[config.mk]
export PLATFORM = sky130hd
export DESIGN_NAME = mem_arbiter
export DESIGN_NICKNAME = d
export VERILOG_FILES = /design/src/rtl/mem_arb_pkg.sv /design/src/rtl/mem_arbiter_rr_pick.sv /design/src/rtl/mem_arbiter.sv
export SDC_FILE = /design/constraint.sdc
export NUM_CORES = 1
export LEC_CHECK = 0
export CORE_AREA = 2 2 168 170
export CTS_CLUSTER_DIAMETER = 60
export DETAILED_ROUTE_END_ITERATION = 16
export DIE_AREA = 0 0 170 172
export PLACE_DENSITY = 0.66
export SETUP_SLACK_MARGIN = 0.02
export SYNTH_ARGS = -nofsm -noshare
export SYNTH_HDL_FRONTEND = slang
export SYNTH_SLANG_ARGS = --single-unit
[constraint.sdc]
create_clock -name clk -period 2.7 [get_ports clk]
set_input_delay 0.27 -clock clk [delete_from_list [all_inputs] [get_ports clk]]
set_output_delay 0.27 -clock clk [all_outputs]
set_load 0.01 [all_outputs]
[src/rtl/mem_arb_pkg.sv]
`default_nettype none
// +----------------------------------------------------------------------------+
// | Module   : mem_arb_pkg                                                     |
// | Purpose  : Shared types and defaults for the two-requester Pmem arbiter.   |
// |            Provides the arbiter state encoding, the requester index type   |
// |            and the default bus widths.                                     |
// | Revision : 1.0 - initial release                                           |
// +----------------------------------------------------------------------------+
package mem_arb_pkg;

   localparam int c_addr_w_def  = 32;
   localparam int c_data_w_def  = 64;
   localparam int c_timeout_def = 255;

   // One bit selects between the two requesters.
   typedef logic rq_idx_t;

   typedef enum logic [1:0] {
      IDLE    = 2'd0,
      RD_BUSY = 2'd1,
      WR_BUSY = 2'd2
   } arb_state_t;

   // One-hot requester vector for a requester index.
   function automatic logic [1:0] idx_onehot(input rq_idx_t idx);
      return idx ? 2'b10 : 2'b01;
   endfunction

endpackage
`default_nettype wire

[src/rtl/mem_arbiter_rr_pick.sv]
`default_nettype none
// +----------------------------------------------------------------------------+
// | Module   : rr_pick                                                         |
// | Purpose  : Combinational 2-way round-robin picker.                         |
// | Ports    : req[1:0]  - request per requester                            |
// |            last      - index of the last-served requester               |
// |            gnt_idx   - winning requester index                          |
// |            gnt_any   - at least one request present                     |
// | Revision : 1.0 - initial release                                           |
// +----------------------------------------------------------------------------+
module rr_pick
   import mem_arb_pkg::*;
(
   input  logic [1:0] req,
   input  rq_idx_t    last,
   output rq_idx_t    gnt_idx,
   output logic       gnt_any
);

   always_comb begin
      gnt_any = |req;
      gnt_idx = 1'b0;
      case (req)
         2'b01:   gnt_idx = 1'b0;
         2'b10:   gnt_idx = 1'b1;
         // Contention: the requester that was not served last goes next.
         2'b11:   gnt_idx = ~last;
         default: gnt_idx = 1'b0;
      endcase
   end

endmodule
`default_nettype wire

[src/rtl/mem_arbiter.sv]
`default_nettype none
// +----------------------------------------------------------------------------+
// | Module   : mem_arbiter                                                     |
// | Purpose  : Round-robin arbiter placing two cache controllers (typically    |
// |            I-side and D-side) in front of one physical memory port. One    |
// |            transaction is outstanding at a time and is held until Pmem     |
// |            reports completion.                                             |
// | Ports    : clk, rst (async, active low)                                    |
// |            rq_rd_en/rq_wd_en/rq_addr/rq_wd_data - per-requester request |
// |            rq_data, rq_data_valid, rq_wd_valid   - completion to req.   |
// |            mem_rd_en/mem_wd_en/mem_addr/mem_wd_data - to Pmem           |
// |            mem_data/mem_data_valid/mem_wd_valid  - from Pmem            |
// |            owner, busy                           - status               |
// |            timeout_err (only with ARB_TIMEOUT_EN)                       |
// | Options  : `define ARB_TIMEOUT_EN aborts a transaction after TIMEOUT busy  |
// |            cycles and pulses timeout_err.                                  |
// | Revision : 1.0 - initial release                                           |
// +----------------------------------------------------------------------------+
module mem_arbiter
   import mem_arb_pkg::*;
#(
   parameter int ADDR_W  = c_addr_w_def,
   parameter int DATA_W  = c_data_w_def,
   parameter int TIMEOUT = c_timeout_def
)(
   input  logic                  clk,
   input  logic                  rst,
   input  logic [1:0]            rq_rd_en,
   input  logic [1:0]            rq_wd_en,
   input  logic [1:0][ADDR_W-1:0] rq_addr,
   input  logic [1:0][DATA_W-1:0] rq_wd_data,
   output logic [DATA_W-1:0]     rq_data,
   output logic [1:0]            rq_data_valid,
   output logic [1:0]            rq_wd_valid,
   output logic                  mem_rd_en,
   output logic                  mem_wd_en,
   output logic [ADDR_W-1:0]     mem_addr,
   output logic [DATA_W-1:0]     mem_wd_data,
   input  logic [DATA_W-1:0]     mem_data,
   input  logic                  mem_data_valid,
   input  logic                  mem_wd_valid,
   output logic                  owner,
   output logic                  busy
`ifdef ARB_TIMEOUT_EN
   ,
   output logic                  timeout_err
`endif
);

   arb_state_t          r_state;
   logic                r_mem_rd_en;
   logic                r_mem_wd_en;
   logic [ADDR_W-1:0]   r_mem_addr;
   logic [DATA_W-1:0]   r_mem_wd_data;
   rq_idx_t             r_owner;
   rq_idx_t             r_last;
   logic                r_busy;

   logic [1:0]          w_req;
   rq_idx_t             w_gnt_idx;
   logic                w_gnt_any;
   logic                w_rd_done;
   logic                w_wr_done;
   logic                w_done;

`ifdef ARB_TIMEOUT_EN
   localparam int c_tmo_w = ($clog2(TIMEOUT + 1) > 8) ? $clog2(TIMEOUT + 1) : 8;
   logic [c_tmo_w-1:0]  r_tmo_cnt;
   logic                r_timeout_err;
   logic                w_tmo_hit;
`endif

   // A requester is asking for the port if either enable is high.
   assign w_req = rq_rd_en | rq_wd_en;

   rr_pick u_rr_pick (
      .req     (w_req),
      .last    (r_last),
      .gnt_idx (w_gnt_idx),
      .gnt_any (w_gnt_any)
   );

   // Only the completion type matching the current transaction counts;
   // anything else (idle strays, wrong type) is dropped here.
   assign w_rd_done = (r_state == RD_BUSY) && mem_data_valid;
   assign w_wr_done = (r_state == WR_BUSY) && mem_wd_valid;
   assign w_done    = w_rd_done || w_wr_done;

`ifdef ARB_TIMEOUT_EN
   // Counter holds the number of busy cycles already completed, so the
   // abort fires at the edge ending busy cycle TIMEOUT.
   assign w_tmo_hit = (r_state != IDLE) && !w_done &&
                      (r_tmo_cnt == c_tmo_w'(TIMEOUT - 1));
   assign timeout_err = r_timeout_err;
`endif

   always_ff @(posedge clk or negedge rst) begin
      if (!rst) begin
         r_state       <= IDLE;
         r_mem_rd_en   <= 1'b0;
         r_mem_wd_en   <= 1'b0;
         r_mem_addr    <= '0;
         r_mem_wd_data <= '0;
         r_owner       <= 1'b0;
         r_last        <= 1'b1;   // requester 0 wins the first tie
         r_busy        <= 1'b0;
`ifdef ARB_TIMEOUT_EN
         r_tmo_cnt     <= '0;
         r_timeout_err <= 1'b0;
`endif
      end else begin
`ifdef ARB_TIMEOUT_EN
         r_timeout_err <= 1'b0;
`endif
         case (r_state)
            IDLE: begin
`ifdef ARB_TIMEOUT_EN
               r_tmo_cnt <= '0;
`endif
               if (w_gnt_any) begin
                  r_owner       <= w_gnt_idx;
                  r_busy        <= 1'b1;
                  r_mem_addr    <= rq_addr[w_gnt_idx];
                  r_mem_wd_data <= rq_wd_data[w_gnt_idx];
                  // Write-back goes before refill when both are raised.
                  if (rq_wd_en[w_gnt_idx]) begin
                     r_mem_wd_en <= 1'b1;
                     r_state     <= WR_BUSY;
                  end else begin
                     r_mem_rd_en <= 1'b1;
                     r_state     <= RD_BUSY;
                  end
               end
            end

            RD_BUSY, WR_BUSY: begin
               if (w_done) begin
                  r_mem_rd_en <= 1'b0;
                  r_mem_wd_en <= 1'b0;
                  r_busy      <= 1'b0;
                  r_last      <= r_owner;
                  r_state     <= IDLE;
               end
`ifdef ARB_TIMEOUT_EN
               else if (w_tmo_hit) begin
                  r_mem_rd_en   <= 1'b0;
                  r_mem_wd_en   <= 1'b0;
                  r_busy        <= 1'b0;
                  r_last        <= r_owner;
                  r_state       <= IDLE;
                  r_timeout_err <= 1'b1;
               end else begin
                  r_tmo_cnt <= r_tmo_cnt + 1'b1;
               end
`endif
            end

            default: begin
               r_mem_rd_en <= 1'b0;
               r_mem_wd_en <= 1'b0;
               r_busy      <= 1'b0;
               r_state     <= IDLE;
            end
         endcase
      end
   end

   assign mem_rd_en   = r_mem_rd_en;
   assign mem_wd_en   = r_mem_wd_en;
   assign mem_addr    = r_mem_addr;
   assign mem_wd_data = r_mem_wd_data;
   assign owner       = r_owner;
   assign busy        = r_busy;

   // Read data is broadcast; only the completion pulses are steered.
   assign rq_data       = mem_data;
   assign rq_data_valid = w_rd_done ? idx_onehot(r_owner) : 2'b00;
   assign rq_wd_valid   = w_wr_done ? idx_onehot(r_owner) : 2'b00;

endmodule
`default_nettype wire

# --- After elaboration in Yosys (flattened, before gate mapping) ---
# Cells that the tools add are included.
word_totals:
  word_cells: 53
  reg_bits: 103
op_classes:
  n_reduce_logical: 11
  eq_ne: 8
  mux: 23
  n_lt_le_gt_ge: 1
  bitwise_logic: 2
ops:
  columns: ["op", "count"]
  rows:
  - ["2-to-1 mux 64 bit", 2]
  - ["2-to-1 mux 32 bit", 2]
  - ["2-to-1 mux 2 bit", 6]
  - ["2-to-1 mux 1 bit", 8]
  - ["one-hot mux 1 bit (2 select lines)", 4]
  - ["equality test 2 bit (second input constant)", 3]
  - ["!= test 2 bit (second input constant)", 3]
  - ["AND reduction 2 bit", 3]
  - ["AND reduction 3 bit", 2]
  - ["one-hot mux 2 bit (2 select lines)", 1]
  - ["OR reduction 2 bit", 2]
  - ["equality test 2 x 1 -> 1 bit (second input constant)", 1]
  - ["logical AND 1 bit", 2]
  - ["logical NOT 2 bit", 1]
  - ["less-than comparator 1 x 2 -> 1 bit (second input constant)", 1]
  - ["!= test 2 x 1 -> 1 bit (second input constant)", 1]
  - ["bitwise OR 2 bit", 1]
  - ["logical OR 1 bit", 1]
  - ["NOT 1 bit", 1]

# --- Depth between registers and ports, before layout ---
logic_depth:
  word_depth: 8
  ltp_mapped: 7

# --- Hierarchy ---
# A second synthesis with hierarchy kept.
hier_totals:
  hier_cells: 526
  hier_area_um2: 5596.6
modules_own_cells:
  columns: ["module", "cells_per_inst", "area_each_um2", "n_inst"]
  rows:
  - ["mem_arbiter", 524, 5582.9, 1]
  - ["rr_pick", 2, 13.8, 1]

# --- Worst setup path before layout ---
# OpenSTA, ideal clock, no wires.
synth_path:
  path_kind: "register to register"
  from: "register r_state[0]"
  to: "register r_mem_addr[25] (netlist: mem_addr[25])"
  setup_time_ps: 82
  setup_slack_ps: 1209
  t_arrival_ps: 1409
  path_stages_with_launch: 8
  synth_period_minus_slack_ps: 1491
  path_cell_list: "dfrtp_1 -> inv_1 -> ha_1 -> o41a_1 -> buf_2 -> buf_2 -> nor2_1 -> a31oi_1"
synth_between:
  elab_chain_len: 2
synth_rtl:
  columns: ["element", "line_no", "rtl"]
  rows:
  - ["start, declared", "mem_arbiter.sv:50", "arb_state_t r_state;"]
  - ["start signal, assigned", "mem_arbiter.sv:99", "r_state <= IDLE;"]
  - ["start signal, assigned", "mem_arbiter.sv:128", "r_state <= WR_BUSY;"]
  - ["start signal, assigned", "mem_arbiter.sv:131", "r_state <= RD_BUSY;"]
  - ["logical NOT 2 bit", "mem_arbiter.sv:115", "case (r_state)"]
  - ["AND reduction 2 bit (no source line)", null, null]
  - ["end signal, assigned", "mem_arbiter.sv:123", "r_mem_addr <= rq_addr[w_gnt_idx];"]
  - ["end, declared", "mem_arbiter.sv:53", "logic [ADDR_W-1:0] r_mem_addr;"]
# No other way between the ends.
# A chain may end at the register's enable or synchronous reset.

# --- Worst setup path after layout ---
layout_path:
  from: "register r_state[1]"
  to: "output rq_data_valid[0]"
layout_between:
  elab_chain_len: 3
layout_rtl:
  columns: ["element", "line_no", "rtl"]
  rows:
  - ["equality test 2 x 1 -> 1 bit", "mem_arbiter.sv:85", "assign w_rd_done = (r_state == RD_BUSY) && mem_data_valid;"]
  - ["logical AND 1 bit", "mem_arbiter.sv:85", null]
  - ["2-to-1 mux 2 bit", "mem_arbiter.sv:177", "assign rq_data_valid = w_rd_done ? idx_onehot(r_owner) : 2'b00;"]
  - ["end, declared", "mem_arbiter.sv:33", "output logic [1:0] rq_data_valid,"]
# No other way between the ends.

==> results.cfg <==
[run_status]
status = finished, final reports clean

[critical_path]
r2r_cells = 6
path_class = reg2out
critPathSlowestCell = clkdlybuf4s50_1
path_cells = inv_1, ha_1, nand2_1, nor2_1, clkdlybuf4s50_1
crit_path_start_kind = flip-flop
crit_fanout = 3
cp.required_ps = 2430
reg2reg_to = mem_addr[6]
slowest_delay_ps = 570
critPathArrivalTime_ps = 1860
reg2reg_from = r_state[0]
crit_path_end_kind = primary output
reg2reg_slack_ps = 670

[sta]
layout_min_cycle_time_ps = 2130
tightestPinTransition_ps = 677
setup_viol = 0
finClkSkew_ps = 17.9
fmax_ghz = 0.470
hold_viol = 0
fin_setup_tns_ps = 0
fin_crit_sh_pct = 78.8
slew_viol_final = 0
rsz0062_at_grt = no
slew_headroom_pct = 54.9

[power_and_ir_drop]
max-vdd-ir-drop_mv = 0.600
switchingPower_w = 0.00344
powerDensity_mw_per_mm2 = 1010
switching_share_pct = 39.0
combPwrFrac_pct = 53.8
intPower_w = 0.00538
p_leak_nw = 3.30
pwr-share-clk_pct = 14.6
p_seq_share_pct = 31.6

[routing]
drc = 0
ant_nets = 0
drt_wl_total_mm = 21.7
num_vias = 5629
viasPerCell = 4.66
first_iter_violations = 299
first_pass_iters = 5
wire_per_inst_um = 17.9

[synthesis]
synth_ff_type = dfrtp_1
yosysTopAreaCellShare_pct = 45.8
ys_seq_area_share_pct = 46.3
synth_edf_count = 0
syn_area_mm2 = 0.00557
synth_nets = 921
synthTopCellsByArea = dfrtp_1, a31oi_1, buf_4
syn_inst = 654
synth_cell_type_count = 30
synth.avg_cell_area_um2 = 8.52
yosys.area.top_type = dfrtp_1
yosys_register_bits = 103
ys_warn_count = 0
synth_async_sr_flop_share_pct = 100

[grt]
grt_antenna_before_repair = 1
grt_pass1_wl_mm = 31.4
grt_max_degree = 80
grt_usage_pct = 13.9
grt-ovfl-total = 0
grt_pass1_vias = 5328

[placed_design]
place.gp.congestion = 0.790
dp_cells = 1190
hpwlAfterDp_mm = 15.3
numPortBuffers = 303

[finish]
syn2layout_area_growth_pct = 56.1
multi_input_area_mm2 = 0.00218
drive_gt1_share_pct = 4.18
instances_no_fill = 1208
final_common_cell = clkdlybuf4s50_1
fin_nets = 1123
final_cell_mix = clkdlybuf4s50_1, dfrtp_1, nor2_1
layout.area.seq_mm2 = 0.00258
fill_cells = 2885

[clock_tree]
cts.sinks = 103
h-tree-depth = 3
cts_inserted_buffers = 9
cts_root_buffer = clkbuf_16
insertion_delay_ps = 350
clk_pin_slew_ps = 80
clock_path_buffers = 2
cts_resized = 0
cts_tree = done

[min_path]
min_path_type = in2reg
hold_path_end = mem_wd_data[37]
hold_path_startpoint = rq_wd_data[37]
min_path_cells = 3

[run]
drv_cap = 0

[floorplanning]
rows = 61
die-area_mm2 = 0.0292
io_pins = 432
start_util_pct = 20.3
core_area_mm2 = 0.0275
die_w_um = 170
die_h_um = 172
## power groups by stage
stage	Combinational [W]	Clock (W)	Sequential, W
global route	0.00518	0.00141	0.00289
finish	0.00474	0.00128	0.00279
detailed placement	0.00479	0	0.00282
global placement	0.00473	0	0.00281
floorplan	0.00214	0	0.00315
CTS	0.00480	0.00135	0.00280
## layout make-up
class                      instances  area share (%)
sequential                       103            29.6
timing repair buffer             317            36.9
clock inverter                     5           0.474
tap                              346            4.97
inverter                           6           0.259
multi-input combinational        419            25.0
clock buffer                      11            2.67
antenna                            1          0.0288
## worst max-delay path by stage
stage,startpoint,endpoint,slack (ps)
2_1_floorplan,r_state[0],mem_addr[25],1210
3_3_place_gp,rq_wd_en[0],mem_wd_data[23],480
3_5_place_dp,rq_wd_en[0],mem_wd_data[49],450
4_1_cts,r_state[1],rq_data_valid[0],520
5_1_grt,r_state[1],rq_data_valid[0],430
6_report,r_state[1],rq_data_valid[0],570
## sequential cells by signal (all words and copies together) (netlist names)
register	cells
owner	1
r_last	1
busy	1
mem_addr	32
r_state	2
mem_wd_data	64
mem_wd_en	1
mem_rd_en	1
## metrics by stage
| stage | instance area (um^2) | util, % | power, W | worst slack, ps | hold slack [ps] |
|---|---|---|---|---|---|
| 2_1_floorplan | 5570 | - | 0.00528 | 1210 | -25.6 |
| 3_3_place_gp | 8420 | 30.6 | 0.00753 | 480 | 357 |
| 3_5_place_dp | 8420 | 30.6 | 0.00761 | 449 | 359 |
| 4_1_cts | 8700 | 31.7 | 0.00895 | 524 | 463 |
| 5_1_grt | 8700 | 31.7 | 0.00948 | 430 | 478 |
| 6_report | 8700 | 31.7 | 0.00882 | 573 | 482 |
## worst max-delay path: cells and delay by family, from the launching register on
kind / cells / cell delay, ps
and+or+nand+nor: 2 / 270
buffers and inverters: 2 / 670
DFF: 1 / 390
adders and majority gates: 1 / 180
## what timing repair did
item	in CTS	in global routing
endpoints found under the hold margin	45	0
endpoints found under the setup margin	0	0
hold buffers	1	0
buffers inserted	0	0
## cells by family (layout without fill, tap and decap cells)
family	Yosys count	in the layout	share of synthesized area, %
simple gates	205	205	16.2
other cells	0	1	0
flops	103	103	46.3
buf+inv	132	339	14.9
fa+ha+maj	3	3	0.673
compound gates	211	211	22.0
## synth_stat cells (2+ instances only)
library cell	instances
dfrtp_1	102
nor2_1	101
nand3_1	99
a31oi_1	96
o21ai_0	90
buf_4	68
clkbuf_1	32
buf_2	18
buf_6	8
o21ai_1	8
inv_1	6
ha_1	3
o22ai_1	3
a21oi_1	2
a22oi_1	2
nand2_1	2
## layer usage
layer | wire, um | global-route usage, % | up-vias | share of wire (%)
li1 | - | - | 2667 | -
met1 | 9060 | 17.4 | 2690 | 42
met2 | 10700 | 23.5 | 205 | 49
met3 | 1330 | 2.75 | 67 | 6.1
met4 | 624 | 5.69 | 0 | 2.9
met5 | 0 | 0 | - | 0
Note: power is estimated with default switching activity, not from simulation.
